--- config.mk ---
export PLATFORM = sky130hd
export DESIGN_NAME = cpu_dbg_ctrl
export DESIGN_NICKNAME = d
export VERILOG_FILES = /design/src/rtl/cpu_dbg_ctrl.sv
export SDC_FILE = /design/constraint.sdc
export NUM_CORES = 1
export LEC_CHECK = 0
export CAP_MARGIN = 0
export CORE_MARGIN = 2
export CORE_UTILIZATION = 40
export CTS_BUF_LIST = sky130_fd_sc_hd__clkbuf_4
export CTS_CLUSTER_DIAMETER = 40
export DETAILED_ROUTE_END_ITERATION = 10
export PLACE_DENSITY = 0.79
export SLEW_MARGIN = 20
export SYNTH_ARGS = -nofsm -noshare
export SYNTH_HDL_FRONTEND = slang
export SYNTH_SLANG_ARGS = --single-unit
export TNS_END_PERCENT = 30
--- constraint.sdc ---
create_clock -name clk -period 1.7 [get_ports clk]
set_input_delay 0.34 -clock clk [delete_from_list [all_inputs] [get_ports clk]]
set_output_delay 0.34 -clock clk [all_outputs]
set_load 0.02 [all_outputs]
--- src/rtl/cpu_dbg_ctrl.sv ---
`timescale 1ns/1ps
// cpu_dbg_ctrl: CPU-side debug responder.
// Turns the debug unit's cont level and raw step button into a run enable
// that only stops on instruction boundaries, counts retired instructions,
// and serves debug reads of data RAM / register file over a four-phase
// req/ack handshake that hides the RAM's one-cycle read latency.
module cpu_dbg_ctrl #(
    parameter int ADDR_W = 8,
    parameter int DATA_W = 32,
    parameter int CNT_W  = 16
) (
    input  logic              clk,
    input  logic              rst,
    input  logic              cont,
    input  logic              step,
    input  logic              instr_done,
    output logic              run,
    output logic              halted,
    output logic [CNT_W-1:0]  instr_cnt,
    input  logic              rd_req,
    input  logic              rd_sel,
    input  logic [ADDR_W-1:0] rd_addr,
    output logic              rd_ack,
    output logic [DATA_W-1:0] rd_data,
    output logic [ADDR_W-1:0] mem_raddr,
    input  logic [DATA_W-1:0] mem_rdata,
    output logic [4:0]        reg_raddr,
    input  logic [DATA_W-1:0] reg_rdata
);

    typedef enum logic [1:0] {
        RS_HALT  = 2'd0,
        RS_STEP  = 2'd1,
        RS_RUN   = 2'd2,
        RS_DRAIN = 2'd3
    } run_state_t;

    typedef enum logic [1:0] {
        RD_IDLE = 2'd0,
        RD_WAIT = 2'd1,
        RD_CAP  = 2'd2,
        RD_ACK  = 2'd3
    } rd_state_t;

    // Step path: two synchronizer stages, one history stage for edge detect.
    logic       step_s1_q, step_s1_d;
    logic       step_s2_q, step_s2_d;
    logic       step_s3_q, step_s3_d;
    // Tracks that the synchronizer holds real post-reset samples; the cleared
    // reset zeros must not count as "button released" for arming.
    logic [1:0] sync_vld_q, sync_vld_d;
    logic       arm_q, arm_d;
    logic       step_pulse_q, step_pulse_d;

    run_state_t       run_state_q, run_state_d;
    logic             run_q, run_d;
    logic [CNT_W-1:0] instr_cnt_q, instr_cnt_d;

    rd_state_t         rd_state_q, rd_state_d;
    logic              rd_sel_q, rd_sel_d;
    logic [ADDR_W-1:0] rd_addr_q, rd_addr_d;
    logic              rd_ack_q, rd_ack_d;
    logic [DATA_W-1:0] rd_data_q, rd_data_d;

    // Synchronize step, arm once it is seen released, and detect rising edges.
    always_comb begin
        step_s1_d    = step;
        step_s2_d    = step_s1_q;
        step_s3_d    = step_s2_q;
        sync_vld_d   = {sync_vld_q[0], 1'b1};
        arm_d        = arm_q | (sync_vld_q[1] & ~step_s2_q);
        step_pulse_d = arm_q & step_s2_q & ~step_s3_q;
    end

    // Run FSM next state, registered run enable and retirement counter.
    always_comb begin
        run_state_d = run_state_q;
        instr_cnt_d = instr_cnt_q;
        case (run_state_q)
            RS_HALT: begin
                if (cont)
                    run_state_d = RS_RUN;
                else if (step_pulse_q)
                    run_state_d = RS_STEP;
            end
            RS_STEP: begin
                if (instr_done)
                    run_state_d = RS_HALT;
            end
            RS_RUN: begin
                if (!cont)
                    run_state_d = instr_done ? RS_HALT : RS_DRAIN;
            end
            RS_DRAIN: begin
                if (instr_done)
                    run_state_d = RS_HALT;
            end
            default: run_state_d = RS_HALT;
        endcase
        run_d = (run_state_d != RS_HALT);
        if (instr_done && run_q)
            instr_cnt_d = instr_cnt_q + {{(CNT_W-1){1'b0}}, 1'b1};
    end

    // Read FSM: latch request, wait out RAM latency, capture, hold until req drops.
    always_comb begin
        rd_state_d = rd_state_q;
        rd_sel_d   = rd_sel_q;
        rd_addr_d  = rd_addr_q;
        rd_ack_d   = rd_ack_q;
        rd_data_d  = rd_data_q;
        case (rd_state_q)
            RD_IDLE: begin
                if (rd_req) begin
                    rd_sel_d   = rd_sel;
                    rd_addr_d  = rd_addr;
                    rd_state_d = RD_WAIT;
                end
            end
            RD_WAIT: begin
                rd_state_d = RD_CAP;
            end
            RD_CAP: begin
                rd_data_d  = rd_sel_q ? mem_rdata : reg_rdata;
                rd_ack_d   = 1'b1;
                rd_state_d = RD_ACK;
            end
            RD_ACK: begin
                if (!rd_req) begin
                    rd_ack_d   = 1'b0;
                    rd_state_d = RD_IDLE;
                end
            end
            default: rd_state_d = RD_IDLE;
        endcase
    end

    // State registers with asynchronous active-low reset.
    always_ff @(posedge clk or negedge rst) begin
        if (!rst) begin
            step_s1_q    <= 1'b0;
            step_s2_q    <= 1'b0;
            step_s3_q    <= 1'b0;
            sync_vld_q   <= 2'b00;
            arm_q        <= 1'b0;
            step_pulse_q <= 1'b0;
            run_state_q  <= RS_HALT;
            run_q        <= 1'b0;
            instr_cnt_q  <= '0;
            rd_state_q   <= RD_IDLE;
            rd_sel_q     <= 1'b0;
            rd_addr_q    <= '0;
            rd_ack_q     <= 1'b0;
            rd_data_q    <= '0;
        end else begin
            step_s1_q    <= step_s1_d;
            step_s2_q    <= step_s2_d;
            step_s3_q    <= step_s3_d;
            sync_vld_q   <= sync_vld_d;
            arm_q        <= arm_d;
            step_pulse_q <= step_pulse_d;
            run_state_q  <= run_state_d;
            run_q        <= run_d;
            instr_cnt_q  <= instr_cnt_d;
            rd_state_q   <= rd_state_d;
            rd_sel_q     <= rd_sel_d;
            rd_addr_q    <= rd_addr_d;
            rd_ack_q     <= rd_ack_d;
            rd_data_q    <= rd_data_d;
        end
    end

    assign run       = run_q;
    assign halted    = (run_state_q == RS_HALT);
    assign instr_cnt = instr_cnt_q;
    assign rd_ack    = rd_ack_q;
    assign rd_data   = rd_data_q;
    assign mem_raddr = rd_addr_q;
    assign reg_raddr = rd_addr_q[4:0];

endmodule

==> results_dict.tcl <==
set metrics [dict create \
    start_util_pct 41.5 \
    cts_tree "yes" \
    drt-wirelength-per-cell_um 13.2 \
    drv_slew 0 \
    placed_cells 492 \
    pwr-share-seq_pct 37.8 \
    ioPinCount 143 \
    drc 0 \
    cts_inserted_buffers 9 \
    num_antenna_cells 0 \
    grt_usage_pct 17.1 \
    num_rows 31 \
    syn2layout_area_growth_pct 52.8 \
    num_vias 2405 \
    fill_cells 616 \
    status "complete, no violations" \
    yosysTopAreaCell "dfrtp_1" \
    synth_top_family_by_area "multiplexers" \
    yosys_register_bits 70 \
    synth_nets 344 \
    root_buffer "clkbuf_4" \
    synth_simple_gate_area_share_pct 10.2 \
    place_congestion 0.775 \
    drv_cap 0 \
    power_w 0.00702 \
    synth_compound_area_share_pct 6.77 \
    required_ps 1360 \
    dieArea_sq_mm 0.00824 \
    finalNetCount 489 \
    switching_share_pct 41.1 \
    cp.arrival_ps 1260 \
    critical_path_class "flip-flop to output pin" \
    share_comb_of_total_power_pct 49.7 \
    grt_setup_unrepaired "false" \
    overflow 0 \
    synth_area_leaders "dfrtp_1, mux2i_1, a21oi_1" \
    hold_violations 0 \
    dieWidth_um 90.8 \
    vias_per_cell 4.73 \
    min_period_over_period_pct 94.3 \
    path_clk_slew_ps 100 \
    first_pass_iters 4 \
    wl_um 6710 \
    final_util_pct 63.4 \
    clock_skew_ps 8.45 \
    final_antenna_net_count 0 \
    ys.flop_type "dfrtp_1" \
    cellPowerDensity_mw_per_mm2 1530 \
    synth-edff-count 0 \
    cts_setup_buffers 0 \
    synthMuxAreaShare_pct 14.7 \
    antenna_found_initial 0 \
    period_needed_ps 1600 \
    cts_buffer_depth 2 \
    cts_max_level 3 \
    fmax_mhz 624 \
    port_buffers 142 \
    grt_pass1_wl_um 11400 \
    placed_area_sq_mm 0.00456 \
    synthAdderAreaFrac_pct 2.08 \
    yosysMostFrequentCell "dfrtp_1" \
    grt_max_degree 56 \
    p_leak_nw 2.12 \
    yosysWarnings 0 \
    synth-async-reset-ratio_pct 100 \
    hold_class "flip-flop to flip-flop" \
    worst_slack_ps 97.0 \
    fin_cells 508 \
    cts.sinks 70 \
    finalSetupViolations 0 \
    hpwlAfterDp_um 5210 \
    pwr-share-clk_pct 12.5 \
    grt_pass1_vias 2463 \
    multi_input_area_sq_mm 0.00115 \
    switching_power_w 0.00288 \
    peakVddDrop_mv 0.713 \
    coreArea_sq_mm 0.00725 \
    endpoint_kind "output pin" \
    yosys.area.top_type_share_pct 58.2 \
    ys_seq_area_share_pct 58.2 \
    syn-cell-area_sq_mm 0.00301 \
    start_kind "flip-flop" \
    die_y_um 90.8 \
    critPathMaxFanout 3 \
    synthTopCellsByCount "dfrtp_1, nor2_1, a21oi_1, mux2i_1, xnor2_1" \
    drive_gt1_share_pct 10.0 \
    intPower_w 0.00413 \
    dp_slack_ps -43.7 \
    avgSynthCellArea_sq_um 11.6 \
    clk_latency_ps 380 \
    seq_area_sq_mm 0.00175 \
    synth_cells 260 \
    drtIter0Drc 96 \
    synth-xor-area-share_pct 4.36 \
    fin_area_sq_mm 0.00460 \
    yosysUniqueCellTypes 28 \
]
routing by layer:
metal | part of all wire, % | wire, um | global-route usage (%) | vias to the layer above
met2 | 51 | 3390 | 29.0 | 84
met3 | 6.9 | 465 | 5.76 | 11
met4 | 1.4 | 91 | 6.28 | 0
li1 | - | - | - | 1178
met1 | 41 | 2760 | 20.2 | 1132
met5 | 0 | 0 | 0 | -
per-stage QoR:
step | setup TNS (ps) | hold slack, ps
final | 0 | 360
after global routing | 0 | 349
after CTS | 0 | 349
after detailed placement | -113 | 320
after global placement | -75.7 | 310
after floorplan | 0 | 44.4
sequential cells by signal, indices dropped and copies added, names as in the netlist:
register      cells
run_state_q       2
rd_ack            1
step_s3_q         1
step_s1_q         1
instr_cnt        16
mem_raddr         8
step_pulse_q      1
rd_data          32
arm_q             1
run               1
rd_sel_q          1
step_s2_q         1
sync_vld_q        2
rd_state_q        2
layout by cell type (no fill, tap or decap), types with 2 or more instances in the layout:
cell type / n
a21oi_1: 33
clkinv_2: 2
nor2_1: 37
dfrtp_1: 69
mux2_2: 10
xnor2_1: 13
inv_1: 5
xor2_1: 2
nand4_1: 2
buf_4: 5
nand2_1: 7
buf_12: 3
clkbuf_4: 13
dlygate4sd2_1: 63
ha_1: 4
o21ai_0: 5
mux2i_1: 33
and3_1: 2
clkdlybuf4s50_1: 77
nand3_1: 10
worst max-delay path: stages, from the launching register on:
cell	delay [ps]
dfrtp_1	410
nor2_1	150
clkdlybuf4s15_1	320
power by group through the flow:
stage | clock network [W] | logic, W | registers [W]
final | 0.000877 | 0.00349 | 0.00265
after global routing | 0.000989 | 0.00379 | 0.00276
after CTS | 0.000917 | 0.00355 | 0.00266
after detailed placement | 0 | 0.00397 | 0.00271
after global placement | 0 | 0.00388 | 0.00268
after floorplan | 0 | 0.00159 | 0.00332
kinds of logic (layout without fill, tap and decap cells):
group	count (synthesis)	after routing
compound gates	40	40
mux	43	43
fa+ha+maj	5	5
simple gates	64	64
xor+xnor	15	15
flops	70	70
buf+inv	22	171
other cells	1	1
cell type report:
class	count	share of cell area (%)
Sequential cell	70	38.1
Timing Repair Buffer	150	31.3
Multi-Input combinational cell	168	25.1
Tap cell	99	2.69
Clock buffer	13	2.12
Inverter	6	0.490
Clock inverter	2	0.218
repair_timing:
item                                   4_1_cts  5_1_grt
setup endpoints to repair                   64        1
gates cloned                                 0        0
hold buffers                                 1        0
resized for setup                           64        1
endpoints found under the hold margin       33        0
worst paths after layout:
check                                     from       endpoint  slack [ps]  cells after the start
max in group asynchronous                  rst     rd_data[4]         720                      3
worst min register to register   sync_vld_q[0]  sync_vld_q[1]         360                      0
worst min-delay path             sync_vld_q[0]  sync_vld_q[1]         360                      0
min in group asynchronous                  rst   instr_cnt[3]         430                      2
worst max-delay path            run_state_q[1]         halted         100                      2
worst max register to register   rd_state_q[0]     rd_data[5]         270                      5
Power figures use the tool's default switching activity.
